--- config.mk ---
export PLATFORM = sky130hd
export DESIGN_NAME = ads1672_acq_ctrl
export DESIGN_NICKNAME = d
export VERILOG_FILES = /design/src/rtl/ads1672_acq_ctrl.sv
export SDC_FILE = /design/constraint.sdc
export NUM_CORES = 1
export LEC_CHECK = 0
export CORE_ASPECT_RATIO = 1.75
export CORE_UTILIZATION = 62
export CTS_CLUSTER_DIAMETER = 30
export CTS_CLUSTER_SIZE = 8
export DETAILED_ROUTE_END_ITERATION = 10
export DONT_BUFFER_PORTS = 1
export PLACE_DENSITY = 0.88
export SLEW_MARGIN = 20
export SYNTH_ARGS = -nofsm -noshare
export SYNTH_HDL_FRONTEND = slang
export SYNTH_SLANG_ARGS = --single-unit
--- constraint.sdc ---
create_clock -name clk -period 3 [get_ports clk]
set_clock_uncertainty 0.15 [all_clocks]
set_input_delay 0.15 -clock clk [delete_from_list [all_inputs] [get_ports clk]]
set_output_delay 0.15 -clock clk [all_outputs]
set_load 0.01 [all_outputs]
--- src/rtl/ads1672_acq_ctrl.sv ---
`default_nettype none
// ============================================================================
// Module   : ads1672_acq_ctrl
// Purpose  : ADS1672 burst acquisition sequencer (arm/trigger/settle/capture)
// Revision : 1.0
// ============================================================================
module ads1672_acq_ctrl #(
    parameter int COUNT          = 8,
    parameter int SETTLE_CYCLES  = 16,
    parameter int TIMEOUT_CYCLES = 4096,
    parameter int IDX_W          = (COUNT > 1) ? $clog2(COUNT) : 1
) (
    input  logic             clk,
    input  logic             rst,
    input  logic             arm,
    input  logic             trig,
    input  logic             abort,
    input  logic             adc_drdy_n,
    output logic             adc_start,
    output logic             cap_strobe,
    output logic [IDX_W-1:0] cap_idx,
    output logic             busy,
    output logic             done,
    output logic             timeout_err
);

    localparam int c_SETTLE_W = (SETTLE_CYCLES > 1) ? $clog2(SETTLE_CYCLES) : 1;
    localparam int c_TMO_W    = $clog2(TIMEOUT_CYCLES);

    localparam logic [c_SETTLE_W-1:0] c_SETTLE_LOAD = c_SETTLE_W'(SETTLE_CYCLES - 1);
    localparam logic [c_TMO_W-1:0]    c_TMO_LAST    = c_TMO_W'(TIMEOUT_CYCLES - 1);
    localparam logic [IDX_W-1:0]      c_LAST_IDX    = IDX_W'(COUNT - 1);

    typedef enum logic [2:0] {
        S_IDLE   = 3'd0,
        S_ARMED  = 3'd1,
        S_SETTLE = 3'd2,
        S_ACQ    = 3'd3,
        S_DONE   = 3'd4
    } state_t;

    state_t                r_state;
    logic [c_SETTLE_W-1:0] r_settle_cnt;
    logic [c_TMO_W-1:0]    r_tmo_cnt;
    logic [IDX_W-1:0]      r_sample_cnt;
    logic                  r_drdy_prev;
    logic                  w_fall;

    // Falling edge of the already-synchronised DRDY line.
    assign w_fall = r_drdy_prev & ~adc_drdy_n;

    always_ff @(posedge clk or negedge rst) begin
        if (!rst) begin
            r_state      <= S_IDLE;
            r_settle_cnt <= '0;
            r_tmo_cnt    <= '0;
            r_sample_cnt <= '0;
            r_drdy_prev  <= 1'b1;
            adc_start    <= 1'b0;
            cap_strobe   <= 1'b0;
            cap_idx      <= '0;
            busy         <= 1'b0;
            done         <= 1'b0;
            timeout_err  <= 1'b0;
        end else begin
            r_drdy_prev <= adc_drdy_n;
            cap_strobe  <= 1'b0;
            done        <= 1'b0;

            if (r_state != S_IDLE && abort) begin
                r_state   <= S_IDLE;
                adc_start <= 1'b0;
                busy      <= 1'b0;
            end else begin
                case (r_state)
                    S_IDLE: begin
                        if (arm) begin
                            r_state     <= S_ARMED;
                            busy        <= 1'b1;
                            timeout_err <= 1'b0;
                        end
                    end
                    S_ARMED: begin
                        if (trig) begin
                            r_state      <= S_SETTLE;
                            adc_start    <= 1'b1;
                            r_settle_cnt <= c_SETTLE_LOAD;
                        end
                    end
                    S_SETTLE: begin
                        if (r_settle_cnt == '0) begin
                            r_state      <= S_ACQ;
                            r_sample_cnt <= '0;
                            r_tmo_cnt    <= '0;
                        end else begin
                            r_settle_cnt <= r_settle_cnt - c_SETTLE_W'(1);
                        end
                    end
                    S_ACQ: begin
                        if (w_fall) begin
                            cap_strobe <= 1'b1;
                            cap_idx    <= r_sample_cnt;
                            r_tmo_cnt  <= '0;
                            // Last sample leaves the counter at COUNT-1; it never wraps.
                            if (r_sample_cnt == c_LAST_IDX) begin
                                r_state   <= S_DONE;
                                done      <= 1'b1;
                                adc_start <= 1'b0;
                            end else begin
                                r_sample_cnt <= r_sample_cnt + IDX_W'(1);
                            end
                        end else if (r_tmo_cnt == c_TMO_LAST) begin
                            r_state     <= S_IDLE;
                            adc_start   <= 1'b0;
                            busy        <= 1'b0;
                            timeout_err <= 1'b1;
                        end else begin
                            r_tmo_cnt <= r_tmo_cnt + c_TMO_W'(1);
                        end
                    end
                    S_DONE: begin
                        r_state <= S_IDLE;
                        busy    <= 1'b0;
                    end
                    default: begin
                        r_state   <= S_IDLE;
                        adc_start <= 1'b0;
                        busy      <= 1'b0;
                    end
                endcase
            end
        end
    end

endmodule
`default_nettype wire

; After elaboration in Yosys (flattened, before gate mapping)
; Cells that the tools add are included.
[word_totals]
reg_bits = 31
inputBits = 6
output_inout_bits = 8
[op_classes]
n_addsub = 3
n_eq_ne = 24
mux = 40
bitwise_logic = 3
n_reduce_logical = 17
[ops]
columns = operator, count
row1 = $mux W12, 3
row2 = $mux W3, 10
row3 = $pmux W12 S2, 1
row4 = $mux W1, 18
row5 = $ne A3 B3 Y1 const B, 6
row6 = $ne A2 B2 Y1 const B, 8
row7 = $reduce_and A4 Y1, 4
row8 = $reduce_and A5 Y1, 3
row9 = $add A12 B1 Y12 const B, 1
row10 = $eq A12 B12 Y1 const B, 1
row11 = $pmux W3 S4, 1
row12 = $mux W4, 2
row13 = $ne A4 B4 Y1 const B, 2
row14 = $pmux W4 S2, 1
row15 = $eq A3 B2 Y1 const B, 2
row16 = $eq A3 B3 Y1 const B, 2
row17 = $pmux W1 S3, 2
row18 = $pmux W3 S2, 1
row19 = $reduce_bool A2 Y1, 3
row20 = $logic_not A4 Y1, 1
row21 = $ne A2 B1 Y1 const B, 2
row22 = $sub A4 B1 Y4 const B, 1
row23 = $add A3 B1 Y3 const B, 1
row24 = $eq A3 B1 Y1 const B, 1
row25 = 9 further kinds, 10

; Logic depth before layout (Yosys ltp)
[depth]
word_depth = 5
ltp_mapped = 7
ltp_nobuf = 7

; Worst setup path before layout
; No wires, ideal clock.
[synth_timing]
path_kind = register to register
start = register r_tmo_cnt[0]
end = register busy
t_arrival_ns = 1.820
slack_ns = 0.905
stages_incl_launch_ff = 7
cell_sequence = dfrtp_1 -> ha_1 -> nand3_2 -> or4_4 -> buf_6 -> a21oi_2 -> mux2_2
[synth_via]
elab_chain_cells = 3
[synth_lines]
columns = item, line
row1 = from (decl), 44  ; logic [c_TMO_W-1:0] r_tmo_cnt;
row2 = from (signal assigned), 118  ; r_tmo_cnt <= r_tmo_cnt + c_TMO_W'(1);
row3 = $eq A12 B12 Y1, 112  ; end else if (r_tmo_cnt == c_TMO_LAST) begin
row4 = $ne A3 B3 Y1 (no source line), -
row5 = $reduce_and A4 Y1 (no source line), -
row6 = to (signal assigned), 115  ; busy <= 1'b0;
row7 = to (signal assigned), 123  ; busy <= 1'b0;
row8 = to (signal assigned), 128  ; busy <= 1'b0;
row9 = to (decl), 22  ; output logic busy,
; Every way passes these cells.
; A chain may end at the register's enable or synchronous reset.

; Worst setup path in the final report
[layout_timing]
start = register r_tmo_cnt[0]
end = register r_tmo_cnt[0]
[layout_via]
elab_chain_cells = 4
[layout_lines]
columns = item, line
row1 = $add A12 B1 Y12, 118
row2 = $mux W12, 112
row3 = $mux W12, 100  ; if (w_fall) begin
row4 = $pmux W12 S2, 75  ; case (r_state)
; Several ways; a longest one is shown, not always the timed one. The select of a mux whose other input is x is not followed.

==> impl_metrics.csv <==
group,metric,value,unit
placed_design,pre_cts_ws,0.8082,ns
placed_design,dp_cells,201,
cts,cts_buffers,5,
final_layout,syn_to_final_growth,9.912,%
logic_synthesis,synthSimpleGateAreaFrac,24.52,%
route,dr.pass1.iters,4,
sta,hold_viol,0,
floorplan,die_area,2971,µm²
logic_synthesis,synth_top_family_by_area,"simple AND/OR/NAND/NOR gates",
route,routedWlPerCell,16.71,µm
power,clkPwrFrac,32.3,%
final_layout,fin_nets,197,
power,ir_worst_vdd,0.0004510,V
route,vias,1407,
logic_synthesis,synth_top_cell_by_area,"dfrtp_1",
worst_setup_path,required,3.02,ns
sta,slew_headroom,49.40,%
final_layout,num_antenna_cells,0,
logic_synthesis,ys.flop_type,"dfrtp_1",
cts,clock_latency,0.29,ns
sta,fin_ws,0.7924,ns
sta,period_share,73.59,%
logic_synthesis,ys_async_sr_fraction,100.0,%
logic_synthesis,synthMuxAreaShare,2.570,%
logic_synthesis,synth_top_area_share,44.05,%
worst_setup_path,path_class,"register to register",
logic_synthesis,yosys-top-cells-area,"dfrtp_1 44%, nand2_1 4.4%, nor2_1 4.2%, o21ai_0 4.1%, a21oi_1 3.8%",
grt,grt_max_degree,32,
floorplan,rows,24,
power,p_leak,0.0008281,µW
logic_synthesis,netlist_area,1704,µm²
worst_setup_path,critPathMaxFanout,11,
power,power_frac_seq,46.2,%
floorplan,core-area,2552,µm²
final_layout,drive_gt1_share,13.83,%
logic_synthesis,synth_edf_count,0,
final_layout,seqCellArea,777.0,µm²
min_path,hold_class,"primary input to register",
sta,worstMarginPinSlew,0.7511,ns
final_layout,multi_input_area,867.1,µm²
sta,slew_viol_final,0,
sta,hold_slack,0.02918,ns
sta,max_freq,0.4530,GHz
cts,cts_tree,"yes",
route,drc_errors,0,
status,status,"completed",
grt,grt_use_total,27.13,%
sta,rsz0062_at_grt,"no",
cts,cts.htree.levels,2,
grt,antenna_found_initial,0,
route,via_per_inst,6.575,
worst_setup_path,critPathCaptureType,"register",
route,routed_wl,3575,µm
logic_synthesis,synth-xor-area-share,0,%
logic_synthesis,yosysSeqAreaShare,45.59,%
power,pwr-share-comb,21.5,%
logic_synthesis,synth_cell_types,47,
logic_synthesis,yosys.area_share.adder,3.524,%
final_layout,final_cells,214,
power,p_sw,414.1,µW
cts,cts_sinks,31,
cts,cts_root_buffer,"clkbuf_8",
logic_synthesis,synth_fp_nets,193,
worst_setup_path,worstPathArrival,2.23,ns
sta,period_needed,2.208,ns
placed_design,hpwl,2440,µm
logic_synthesis,syn-mean-instance-area,9.312,µm²
power,finalPower,1313,µW
sta,finalSetupTns,0,ns
final_layout,final.fill_count,183,
floorplan,die-height,71.36,µm
power,switching_share,31.53,%
route,postRouteAntennaNets,0,
grt,grt_pass1_wl,6051,µm
power,power_density,701.2,nW/µm²
power,internal_power,899.3,µW
sta,setup_viol,0,
worst_setup_path,crit_path_start_kind,"register",
cts,cts_setup_buffers,0,
cts,clkTransAtPathRegs,0.06,ns
floorplan,ios,14,
logic_synthesis,yosys_register_bits,31,
floorplan,start_util,66.76,%
floorplan,dieWidth,41.63,µm
placed_design,gp_congestion,0.8851,
logic_synthesis,syn_inst,183,
grt,grt_overflow,0,
placed_design,io_buffers,0,
logic_synthesis,synth-compound-area-share,20.26,%
route,first_iter_violations,53,
run,cap_viol_max_count,0,
cts,cts.path.max_buffers,2,
grt,first_global_vias,1417,
logic_synthesis,synth-warning-count,0,
-- placed cells by master (no fill, tap or decap), types with 4 or more instances in the layout --
cell type and count:
nor2b_1 5, nand2_1 20, dfrtp_1 30, nor3_1 6, a31oi_1 9, nor2_1 19
clkbuf_8 6, inv_1 5, a21oi_1 13, ha_1 4, dlygate4sd3_1 4, o21ai_0 14
-- cells by family after synthesis --
| family | after synthesis |
|---|---|
| and+or+nand+nor | 78 |
| AOI/OAI and AO/OA | 52 |
| muxes | 4 |
| buffers and inverters | 13 |
| DFF | 31 |
| adders and majority gates | 5 |
-- registers in the layout, summed over array words and instances (netlist names) --
register      count
adc_start         1
busy              1
cap_idx           3
cap_strobe        1
done              1
r_drdy_prev       1
r_sample_cnt      3
r_settle_cnt      4
r_state           3
r_tmo_cnt        12
timeout_err       1
-- area by class of cell --
cell class                 instances  area share [%]
tap                               26           1.737
multi-input combinational        139           46.29
sequential                        31           41.48
clock buffer                       6           4.409
timing repair buffer               5           3.206
clock inverter                     2           1.870
inverter                           5           1.002
-- worst paths after layout --
| kind | startpoint | end | slack (ns) | cells past startpoint |
|---|---|---|---|---|
| setup / recovery | r_tmo_cnt[0] | r_tmo_cnt[0] | 0.79 | 5 |
| min in group asynchronous | rst | done | 0.15 | 2 |
| max in group asynchronous | rst | r_drdy_prev | 2.30 | 2 |
| hold / removal | abort | adc_start | 0.03 | 3 |
| hold reg to reg | r_settle_cnt[0] | r_settle_cnt[0] | 0.36 | 1 |
| setup reg to reg | r_tmo_cnt[0] | r_tmo_cnt[0] | 0.79 | 5 |
-- what timing repair did --
action,CTS,global route
hold buffers,5,0
hold endpoints to repair,41,0
setup endpoints to repair,0,0
resized for setup,0,0
-- synthesized netlist by cell type, types with 3 or more instances --
cell      count
nor2b_1       5
a31oi_1       9
nor3_1        6
dfrtp_1      30
nand2_1      20
nor2_1       19
and3_1        3
o21ai_0      14
ha_1          4
a21oi_1      13
nand2b_1      3
a22o_1        3
buf_2         3
mux2_2        3
nand3_1       3
inv_1         5
-- layer usage --
layer | GRT usage, % | share of wire (%) | vias up
met3 | 6.549 | 3.9 | 11
met5 | 0 | 0 | -
met2 | 48.44 | 55 | 42
met4 | 16.49 | 2.5 | 0
li1 | - | - | 673
met1 | 27.73 | 39 | 681
-- critical path, cell delays in order, from the launching register on --
cell	delay (ns)
dfrtp_1	0.38
ha_1	0.25
nand3_2	0.11
or4_4	0.63
and2_0	0.27
mux2_2	0.30
-- power by group through the flow --
stage | registers [µW] | clock network [µW] | logic [µW]
after global routing | 620 | 447 | 326
after global placement | 604 | 0 | 246
after CTS | 604 | 432 | 282
after detailed placement | 612 | 0 | 263
final | 606 | 425 | 282
after floorplan | 558 | 0 | 264
-- per-stage QoR --
step | utilization [%] | area (µm²)
floorplan | - | 1704
global placement | 66.42 | 1695
detailed placement | 66.42 | 1695
CTS | 73.38 | 1873
global route | 73.38 | 1873
finish | 73.38 | 1873
Note: power is estimated with default switching activity, not from simulation.
